===== src/rtl/regwb_pkg.sv =====
// ============================================================================
// Module      : regwb_pkg
// Description : Shared constants and types for the register-file writeback
//               arbiter (regwb) and its slow-result queue.
// Revision    : 1.0 - initial release
// ============================================================================
`default_nettype none

package regwb_pkg;

    localparam int              REG_W    = 5;
    localparam int              DATA_W   = 32;
    localparam logic [REG_W-1:0] ZERO_REG = 5'd0;

    // One register-file write: destination register and data.
    // ("reg" is a keyword, so the destination field is named rd.)
    typedef struct packed {
        logic [REG_W-1:0]  rd;
        logic [DATA_W-1:0] data;
    } wb_req_t;

    // One queue slot. A dead entry still occupies a slot until it reaches
    // the head and is discarded.
    typedef struct packed {
        logic    live;
        wb_req_t req;
    } wb_entry_t;

endpackage

`default_nettype wire


===== src/rtl/regwb_if.sv =====
// ============================================================================
// Module      : regwb_if
// Description : Bus bundle between the result producers (master side) and the
//               writeback arbiter (slave side).
//   pipe_valid/pipe_reg/pipe_data : main pipeline write request
//   slow_valid/slow_ready/slow_reg/slow_data : slow-unit handshake
//   regwrite/wrreg/wrdata         : register-file write port (registered)
//   pend_mask                     : per-register pending-write scoreboard
// Revision    : 1.0 - initial release
// ============================================================================
`default_nettype none

interface regwb_if;
    import regwb_pkg::*;

    logic                pipe_valid;
    logic [REG_W-1:0]    pipe_reg;
    logic [DATA_W-1:0]   pipe_data;
    logic                slow_valid;
    logic                slow_ready;
    logic [REG_W-1:0]    slow_reg;
    logic [DATA_W-1:0]   slow_data;
    logic                regwrite;
    logic [REG_W-1:0]    wrreg;
    logic [DATA_W-1:0]   wrdata;
    logic [31:0]         pend_mask;

    modport master (
        output pipe_valid, pipe_reg, pipe_data,
        output slow_valid, slow_reg, slow_data,
        input  slow_ready,
        input  regwrite, wrreg, wrdata, pend_mask
    );

    modport slave (
        input  pipe_valid, pipe_reg, pipe_data,
        input  slow_valid, slow_reg, slow_data,
        output slow_ready,
        output regwrite, wrreg, wrdata, pend_mask
    );

endinterface

`default_nettype wire


===== src/rtl/regwb_fifo.sv =====
// ============================================================================
// Module      : regwb_fifo
// Description : Circular buffer of DEPTH {live, reg, data} entries with push,
//               pop, kill-by-register on every entry, head view, occupancy
//               count and a per-register live mask.
// Ports       : clk, rst_n (sync, active-low)
//               i_push/i_push_entry : enqueue at tail
//               i_pop               : dequeue head (caller guarantees non-empty)
//               i_kill_en/i_kill_reg: clear live on entries targeting reg
//               o_head, o_count     : head entry and occupancy 0..DEPTH
//               o_live_mask         : OR of one-hot(reg) over live entries
// Config      : REGWB_PEND_EN - when undefined, o_live_mask is tied to zero
//               and its decode is not built.
// Revision    : 1.0 - initial release
// ============================================================================
`default_nettype none

module regwb_fifo
    import regwb_pkg::*;
#(
    parameter  int DEPTH = 4,
    localparam int PTR_W = $clog2(DEPTH),
    localparam int CNT_W = $clog2(DEPTH) + 1
) (
    input  wire logic                   clk,
    input  wire logic                   rst_n,
    input  wire logic                   i_push,
    input  wire wb_entry_t              i_push_entry,
    input  wire logic                   i_pop,
    input  wire logic                   i_kill_en,
    input  wire logic [REG_W-1:0]       i_kill_reg,
    output wb_entry_t                   o_head,
    output logic [CNT_W-1:0]            o_count,
    output logic [(1<<REG_W)-1:0]       o_live_mask
);

    wb_entry_t          r_mem [DEPTH];
    logic [PTR_W-1:0]   r_head;
    logic [PTR_W-1:0]   r_tail;
    logic [CNT_W-1:0]   r_count;

    always_ff @(posedge clk) begin
        if (!rst_n) begin
            r_head  <= '0;
            r_tail  <= '0;
            r_count <= '0;
            for (int i = 0; i < DEPTH; i++) begin
                r_mem[i] <= '0;
            end
        end else begin
            // Kill applies to stored entries only; the arriving entry has its
            // live bit already resolved by the caller. The push below is
            // issued later so it overrides any kill on the reused tail slot.
            for (int i = 0; i < DEPTH; i++) begin
                if (i_kill_en && (r_mem[i].req.rd == i_kill_reg)) begin
                    r_mem[i].live <= 1'b0;
                end
            end
            if (i_push) begin
                r_mem[r_tail] <= i_push_entry;
                r_tail        <= r_tail + 1'b1;
            end
            if (i_pop) begin
                r_head <= r_head + 1'b1;
            end
            case ({i_push, i_pop})
                2'b10:   r_count <= r_count + 1'b1;
                2'b01:   r_count <= r_count - 1'b1;
                default: r_count <= r_count;
            endcase
        end
    end

    assign o_head  = r_mem[r_head];
    assign o_count = r_count;

`ifdef REGWB_PEND_EN
    always_comb begin
        o_live_mask = '0;
        for (int i = 0; i < DEPTH; i++) begin
            if (r_mem[i].live) begin
                o_live_mask[r_mem[i].req.rd] = 1'b1;
            end
        end
    end
`else
    assign o_live_mask = '0;
`endif

endmodule

`default_nettype wire


===== src/rtl/regwb.sv =====
// ============================================================================
// Module      : regwb
// Description : Register-file writeback arbiter. Merges the in-order pipeline
//               (absolute priority, no backpressure) and a long-latency unit
//               (valid/ready into a DEPTH-entry queue) onto one registered
//               write port, preserving write-after-write order by killing
//               queued results that a younger pipeline write supersedes.
// Ports       : clk, rst_n (sync, active-low)
//               bus (regwb_if.slave): pipe_*, slow_*, regwrite/wrreg/wrdata,
//               pend_mask
// Config      : REGWB_PEND_EN - enables the pend_mask scoreboard; otherwise
//               pend_mask is tied to 32'h0.
// Revision    : 1.0 - initial release
// ============================================================================
`default_nettype none

module regwb
    import regwb_pkg::*;
#(
    parameter int DEPTH = 4
) (
    input  wire logic clk,
    input  wire logic rst_n,
    regwb_if.slave    bus
);

    localparam int CNT_W = $clog2(DEPTH) + 1;

    wb_entry_t          w_head;
    wb_entry_t          w_push_entry;
    logic [CNT_W-1:0]   w_count;
    logic [31:0]        w_live_mask;
    logic               w_slow_ready;
    logic               w_push;
    logic               w_pop;
    logic               w_head_valid;
    logic               w_pipe_wr;

    logic               r_regwrite;
    logic [REG_W-1:0]   r_wrreg;
    logic [DATA_W-1:0]  r_wrdata;

    // Ready comes from the registered count only, so a pop this cycle does
    // not reopen the queue until the next cycle.
    assign w_slow_ready = (w_count < CNT_W'(DEPTH));
    assign w_push       = bus.slow_valid & w_slow_ready;
    assign w_head_valid = (w_count != '0);
    assign w_pipe_wr    = bus.pipe_valid & (bus.pipe_reg != ZERO_REG);

    // A dead head is discarded every cycle; a live head only pops when the
    // pipeline is silent (a pipe $zero write still claims the cycle).
    assign w_pop = w_head_valid & (~w_head.live | ~bus.pipe_valid);

    // An arriving slow result is dead if it targets $zero or if the
    // pipeline writes the same register this cycle (the pipe is younger).
    always_comb begin
        w_push_entry          = '0;
        w_push_entry.live     = (bus.slow_reg != ZERO_REG) &
                                ~(bus.pipe_valid & (bus.pipe_reg == bus.slow_reg));
        w_push_entry.req.rd   = bus.slow_reg;
        w_push_entry.req.data = bus.slow_data;
    end

    regwb_fifo #(
        .DEPTH (DEPTH)
    ) u_fifo (
        .clk          (clk),
        .rst_n        (rst_n),
        .i_push       (w_push),
        .i_push_entry (w_push_entry),
        .i_pop        (w_pop),
        .i_kill_en    (bus.pipe_valid),
        .i_kill_reg   (bus.pipe_reg),
        .o_head       (w_head),
        .o_count      (w_count),
        .o_live_mask  (w_live_mask)
    );

    always_ff @(posedge clk) begin
        if (!rst_n) begin
            r_regwrite <= 1'b0;
            r_wrreg    <= '0;
            r_wrdata   <= '0;
        end else if (w_pipe_wr) begin
            r_regwrite <= 1'b1;
            r_wrreg    <= bus.pipe_reg;
            r_wrdata   <= bus.pipe_data;
        end else if (w_head_valid && w_head.live && !bus.pipe_valid) begin
            r_regwrite <= 1'b1;
            r_wrreg    <= w_head.req.rd;
            r_wrdata   <= w_head.req.data;
        end else begin
            // Address and data hold their last value while idle.
            r_regwrite <= 1'b0;
        end
    end

    assign bus.slow_ready = w_slow_ready;
    assign bus.regwrite   = r_regwrite;
    assign bus.wrreg      = r_wrreg;
    assign bus.wrdata     = r_wrdata;
    assign bus.pend_mask  = w_live_mask;

endmodule

`default_nettype wire

===== src/flat_wrapper.sv =====
// flat-port wrapper written by rule: the top's interface ports become plain ports
module regwb_flat import regwb_pkg::*;
#(
    parameter int DEPTH = 4
)
  (clk, rst_n, bus_pipe_valid, bus_pipe_reg, bus_pipe_data, bus_slow_valid, bus_slow_reg, bus_slow_data, bus_slow_ready, bus_regwrite, bus_wrreg, bus_wrdata, bus_pend_mask);
  regwb_if bus_i ();
  input  wire logic clk;
  input  wire logic rst_n;
  input wire logic [$bits(bus_i.pipe_valid)-1:0] bus_pipe_valid;
  input wire logic [$bits(bus_i.pipe_reg)-1:0] bus_pipe_reg;
  input wire logic [$bits(bus_i.pipe_data)-1:0] bus_pipe_data;
  input wire logic [$bits(bus_i.slow_valid)-1:0] bus_slow_valid;
  input wire logic [$bits(bus_i.slow_reg)-1:0] bus_slow_reg;
  input wire logic [$bits(bus_i.slow_data)-1:0] bus_slow_data;
  output wire logic [$bits(bus_i.slow_ready)-1:0] bus_slow_ready;
  output wire logic [$bits(bus_i.regwrite)-1:0] bus_regwrite;
  output wire logic [$bits(bus_i.wrreg)-1:0] bus_wrreg;
  output wire logic [$bits(bus_i.wrdata)-1:0] bus_wrdata;
  output wire logic [$bits(bus_i.pend_mask)-1:0] bus_pend_mask;
  assign bus_i.pipe_valid = bus_pipe_valid;
  assign bus_i.pipe_reg = bus_pipe_reg;
  assign bus_i.pipe_data = bus_pipe_data;
  assign bus_i.slow_valid = bus_slow_valid;
  assign bus_i.slow_reg = bus_slow_reg;
  assign bus_i.slow_data = bus_slow_data;
  assign bus_slow_ready = bus_i.slow_ready;
  assign bus_regwrite = bus_i.regwrite;
  assign bus_wrreg = bus_i.wrreg;
  assign bus_wrdata = bus_i.wrdata;
  assign bus_pend_mask = bus_i.pend_mask;
  regwb #(.DEPTH(DEPTH)) u_core (.clk(clk), .rst_n(rst_n), .bus(bus_i));
endmodule

===== config.mk =====
export PLATFORM = sky130hd
export DESIGN_NAME = regwb_flat
export DESIGN_NICKNAME = d
export VERILOG_FILES = /design/src/rtl/regwb_pkg.sv /design/src/rtl/regwb_if.sv /design/src/rtl/regwb_fifo.sv /design/src/rtl/regwb.sv /design/src/flat_wrapper.sv
export SDC_FILE = /design/constraint.sdc
export NUM_CORES = 1
export LEC_CHECK = 0
export BUFFER_PORTS_ARGS = -buffer_cell sky130_fd_sc_hd__buf_4
export CORE_AREA = 2 2 130 132
export DETAILED_ROUTE_END_ITERATION = 10
export DIE_AREA = 0 0 132 134
export PLACE_DENSITY_LB_ADDON = 0.08
export SYNTH_ARGS = -nofsm -noshare
export SYNTH_HDL_FRONTEND = slang
export SYNTH_HIERARCHICAL = 1
export SYNTH_SLANG_ARGS = --single-unit

===== constraint.sdc =====
create_clock -name clk -period 4.5 [get_ports clk]
set_clock_uncertainty 0.1 [all_clocks]
set_input_delay 0.45 -clock clk [delete_from_list [all_inputs] [get_ports clk]]
set_output_delay 0.45 -clock clk [all_outputs]
set_load 0.01 [all_outputs]

Word-level counts from Yosys, hierarchy flattened
Memories as Yosys holds them, arrays and structs flattened. A register that Yosys moved wholly into a read port is not among the register bits.
Index checks and enable logic that the tools add are counted.
Word-level totals
  output and inout bits: 71
  RAM bits: 152
  input port bits: 78
  register bits after elaboration: 45
  memories kept: 1
  logic and storage cells: 73
Memory list
  u_core.u_fifo.r_mem: words 4, bits a word 38, read ports 5, clocked after Yosys merged registers in 1, write ports 5, line regwb_fifo.sv:37  | wb_entry_t r_mem [DEPTH];
Cells by class
  bitwise gates (word level): 13
  reduce and logical (&&, ||, !) cells: 12
  $lt $le $gt $ge: 1
  muxes and demuxes: 29
  equal/unequal tests: 7
  add/subtract/negate cells: 4
Operators with widths (count)
  32-bit two-way mux: 2
  5-bit equality test: 5
  1-bit two-way mux: 22
  5-bit two-way mux: 2
  5-bit nonzero test: 2
  1-bit logical AND: 6
  3-bit one-hot mux with 2 select lines: 1
  1-bit AND: 5
  1-bit OR: 5
  2-bit by 1-bit adder with 2-bit output, second input constant: 2
  2-bit two-way mux: 2
  2-bit nonzero test: 2
  3-bit by 1-bit adder with 3-bit output, second input constant: 1
  3-bit < comparator, second input constant: 1
  1-bit NOT: 3
  3-bit nonzero test: 1
  3-bit by 1-bit subtractor with 3-bit output, second input constant: 1
  2-bit by 1-bit equality test with 1-bit output, second input constant: 1
  2-bit equality test, second input constant: 1
  1-bit zero test: 1

Depth between registers and ports, before layout
An unclocked memory read counts as a cell.
  depth in word-level cells: 7
  depth in mapped cells: 9
  gate-level depth less buffers: 8

By module
The synthesis kept the hierarchy.
By module, submodules not included
  regwb_fifo: sequential area each 4744.6 sq um, times used 1, cells an instance 482, area each 7487.2 sq um
  regwb: sequential area each 760.7 sq um, times used 1, cells an instance 281, area each 2443.6 sq um

Worst setup path after synthesis
OpenSTA, ideal clock, no wires.
  kind: register to register
  start point: register with a tool-made name
  end point: register u_core.u_fifo.r_count[2], in the netlist u_core/u_fifo/o_count[2]
  arrival time: 2491 ps
  stages on the path, launching flop included: 10
  clock period less this slack: 2667 ps
  library setup time: 76 ps
  required time: 4324 ps
  buffers on the path: 1
  slack: 1833 ps
  path through: dfxtp_1 -> buf_6 -> mux4_2 -> a21oi_1 -> ha_1 -> inv_1 -> fa_1 -> xor2_1 -> or3_1 -> a21boi_0
RTL lines
  to (signal assigned): line regwb_fifo.sv:67  | 2'b10: r_count <= r_count + 1'b1;
  to (signal assigned): line regwb_fifo.sv:68  | 2'b01: r_count <= r_count - 1'b1;
  to (signal assigned): line regwb_fifo.sv:69  | default: r_count <= r_count;
  to (decl): line regwb_fifo.sv:40  | logic [CNT_W-1:0] r_count;

==> run summary <==
DRT
---------------------------------------------------------------------------------
Iter 0 DRT Violations ..............................................          600
Detail Route Antenna Nets ..........................................            0
Remaining routing DRC violations ...................................            0
Final routed wirelength across all metal layers ....................      22.4 mm
Detailed-route vias per instance ...................................         5.86
Via count of the routed design .....................................        6,304
Routed wire per std cell ...........................................      20.9 um
First drt pass iteration count .....................................            4

FLOORPLAN
---------------------------------------------------------------------------------
Chip Height ........................................................       134 um
Std-Cell Rows ......................................................           47
Area of the core region ............................................  16,300 um^2
Effective utilization at floorplan .................................        61.0%
Number of placed I/O pins ..........................................          149
Die X-Extent .......................................................       132 um
Die Footprint ......................................................  17,700 um^2

WORST SETUP PATH
---------------------------------------------------------------------------------
Arr. time, crit path ...............................................      3.03 ns
Reg2Reg Capture Point .............................................. u_core/u_fifo/o_count[2]
Reg-to-reg startpoint .............................................. u_core/u_fifo/r_mem[3][37]
Crit Path Class ....................................................      reg2reg
Setup slack on the worst flop-to-flop path .........................      1.72 ns
Worst setup SP type ................................................         flop
Crit path capture type .............................................         flop
Critical path required time ........................................      4.75 ns
Maximum fanout along the worst path ................................            3
Logic depth of the worst register-to-register path .................            8

CLOCKING
---------------------------------------------------------------------------------
Clock Pin Slew Worst Setup and Hold Paths ..........................      0.07 ns
CTS tree ...........................................................         done
Number of buffers inserted during clock tree synthesis .............           17
Worst-case clock buffer depth ......................................            2
Hold-fix buffers, CTS ..............................................            0
Buffers inserted by post-CTS timing repair .........................            0
CTS root buf .......................................................    clkbuf_16
H-tree level count .................................................            4
TritonCTS Sinks ....................................................          199
Post-CTS resize count ..............................................            0
Clock latency of the later-clocked register in the worst-skew pair .      0.43 ns

YOSYS
---------------------------------------------------------------------------------
Average footprint of a synthesized cell ............................    13.0 um^2
Mapped Area ........................................................    9930 um^2
Most frequent cell after synthesis .................................       and2_1
Synth area leaders ................................................. edfxtp_1 46%, and2_1 10%, dfxtp_1 9.5%
Share of the synthesized area in the top cell type .................        46.0%
Post-synth EDFFs ...................................................          152
Synthesis warning total ............................................            6
Ranking of synthesized cells by instance count ..................... 158 x and2_1, 152 x edfxtp_1, 47 x dfxtp_1, 40 x o21ai_0, 39 x and3_1
Part of the Yosys area used for sequential elements ................        55.4%
Number of unique standard cell types used by synthesis .............           42
Cell taking the most area after synthesis ..........................     edfxtp_1
Post-synth top flop ................................................     edfxtp_1
Number of synthesized register bits ................................          199
Gate Count Post-Synth ..............................................          763
Async set or reset register ratio after synthesis ..................           0%

GLOBAL ROUTING
---------------------------------------------------------------------------------
Total overflow reported by the global router .......................            0
Number of antenna violations at the first check in global routing ..            3
Global-route usage over all layers .................................        25.8%
Maximum number of pins on one net before global-route repair .......           74
Global-route wire length before repair .............................      34.8 mm
Vias in the first global route .....................................        6,367

TIMING
---------------------------------------------------------------------------------
Post-route setup slack .............................................      1.72 ns
Setup-failing EPs final ............................................            0
Worst-margin pin slew ..............................................      1.15 ns
Max Clk Rate .......................................................    0.360 GHz
Setup repair after global routing missed its margin ................        false
Minimum clock period ...............................................      2.78 ns
Number of pins with negative max-slew slack in the final report ....            0
Final number of hold-violating endpoints ...........................            0
Max transition margin ..............................................        23.4%
Setup_tns ..........................................................         0 ns
Worst hold-check slack .............................................     0.215 ns
Post-route fraction of the period consumed by the critical path ....        61.7%

LAYOUT
---------------------------------------------------------------------------------
Number of diodes added for antenna fixing ..........................            0
Final instance area ................................................  11,200 um^2
Area added between synthesis and finish ............................        12.4%
Fraction of the core area covered by cells at the end of the flow ..        68.5%
Non-filler cells, final ............................................        1,075
Proportion of layout cells with a drive suffix above 1 .............        24.6%
Nets ...............................................................          926

PLACEMENT
---------------------------------------------------------------------------------
Half-perimeter wire length of the detailed placement result ........      13.3 mm
Buffers on Ports ...................................................          116
Pre-CTS WS .........................................................      1.78 ns
RePlAce Congestion .................................................        0.848
Placed Cells .......................................................        1,043
Post-Place Cell Area ...............................................  10,600 um^2

HOLD PATH
---------------------------------------------------------------------------------
Hold depth .........................................................            2
Hold Crit Class ....................................................       in2reg
Worst Hold Endpoint ................................................ u_core/u_fifo/r_mem[0][15]
Worst Hold Launch .................................................. bus_slow_data[15]

POWER
---------------------------------------------------------------------------------
Power per cell area ................................................  454 nW/um^2
Pleak ..............................................................      4.53 nW
Final Power ........................................................      5.06 mW
IR Drop Worst-Case VDD .............................................   0.000312 V

FLOW RUN
---------------------------------------------------------------------------------
Maximum capacitance violations .....................................            0

RUN STATUS
---------------------------------------------------------------------------------
Outcome ............................................................    completed

[worst max-delay path, cell delays in order (launching register included)]
cell and delay, ns:
edfxtp_1 0.36, mux4_2 0.51, a21oi_1 0.37, ha_1 0.27, inv_1 0.07, fa_1 0.37
xor2_1 0.16, or3_1 0.32, a21boi_0 0.17
[worst max-delay path by stage]
stage,startpoint,slack (ns),endpoint,cells past startpoint
after floorplan,flop,1.83,u_core/u_fifo/o_count[2],9
after global placement,bus_slow_valid,1.90,u_core/u_fifo/r_mem[1][37],5
after detailed placement,flop,1.78,u_core/u_fifo/o_count[2],8
after CTS,flop,1.77,u_core/u_fifo/o_count[2],8
after global routing,u_core/u_fifo/r_mem[0][37],1.60,u_core/u_fifo/o_count[2],8
final,u_core/u_fifo/r_mem[3][37],1.72,u_core/u_fifo/o_count[2],8
[per-layer routing]
layer | part of all wire (%) | up-vias | wire, um | track usage (%)
li1 | - | 2875 | - | -
met1 | 43 | 3118 | 9620 | 35.8
met2 | 48 | 289 | 10900 | 41.8
met3 | 7.6 | 22 | 1710 | 4.46
met4 | 1.1 | 0 | 248 | 9.18
met5 | 0 | - | 0 | 0
[logic make-up (layout without fill, tap and decap cells)]
logic type                 count (synthesis)  after routing  synth area share (%)
DFF                                      199            199                  55.4
other                                      1             32                0.0378
adders and majority gates                  6              6                 0.832
buffers and inverters                    103            164                  6.84
xor gates and xnor gates                  30             30                  2.65
muxes                                     39             39                  8.72
and+or+nand+nor                          262            262                  16.3
AOI/OAI and AO/OA                        123            123                  9.21
[report_power, final]
part / leakage, nW / internal [mW] / switching [mW]
Clock: 0.256 / 0.710 / 0.670
Combinational: 2.29 / 0.555 / 0.766
Sequential: 1.98 / 2.26 / 0.102
Total: 4.53 / 3.53 / 1.54
[cell usage in the layout (no fill, tap or decap), types with 2 or more instances in the layout]
cell type	synthesis	routed
and2_1	158	158
edfxtp_1	152	152
buf_4	34	124
dfxtp_1	47	45
o21ai_0	40	40
and3_1	39	38
mux4_2	38	38
a21boi_0	37	37
nor2b_1	35	34
conb_1	1	32
o311a_1	31	31
xor2_1	23	23
clkbuf_16	0	17
inv_1	8	8
xnor2_1	7	7
nor4_1	7	7
nand2_1	11	7
clkinv_4	0	5
ha_1	5	5
o311a_2	4	4
nand2_2	0	4
a31o_2	4	4
inv_6	0	3
a31oi_1	3	3
clkinv_1	0	2
clkinvlp_4	0	2
clkinv_2	0	2
nand3_1	2	2
o31ai_1	2	2
and2b_1	2	2
dfxtp_2	0	2
[layout make-up]
| cell class | count | area [um^2] |
|---|---|---|
| inverter | 8 | 30.0 |
| tap | 220 | 275 |
| timing repair buffer | 124 | 931 |
| clock inverter | 14 | 103 |
| fill | 1191 | 5130 |
| multi-input combinational | 492 | 3880 |
| sequential | 199 | 5510 |
| clock buffer | 18 | 429 |
[flip-flops by register name, indices dropped and copies added, names as in the netlist, named ones only]
name                   count
u_core/bus.regwrite        1
u_core/bus.wrdata         32
u_core/bus.wrreg           5
u_core/u_fifo/o_count      3
u_core/u_fifo/r_head       2
u_core/u_fifo/r_mem      152
u_core/u_fifo/r_tail       2
Power figures use the tool's default switching activity.
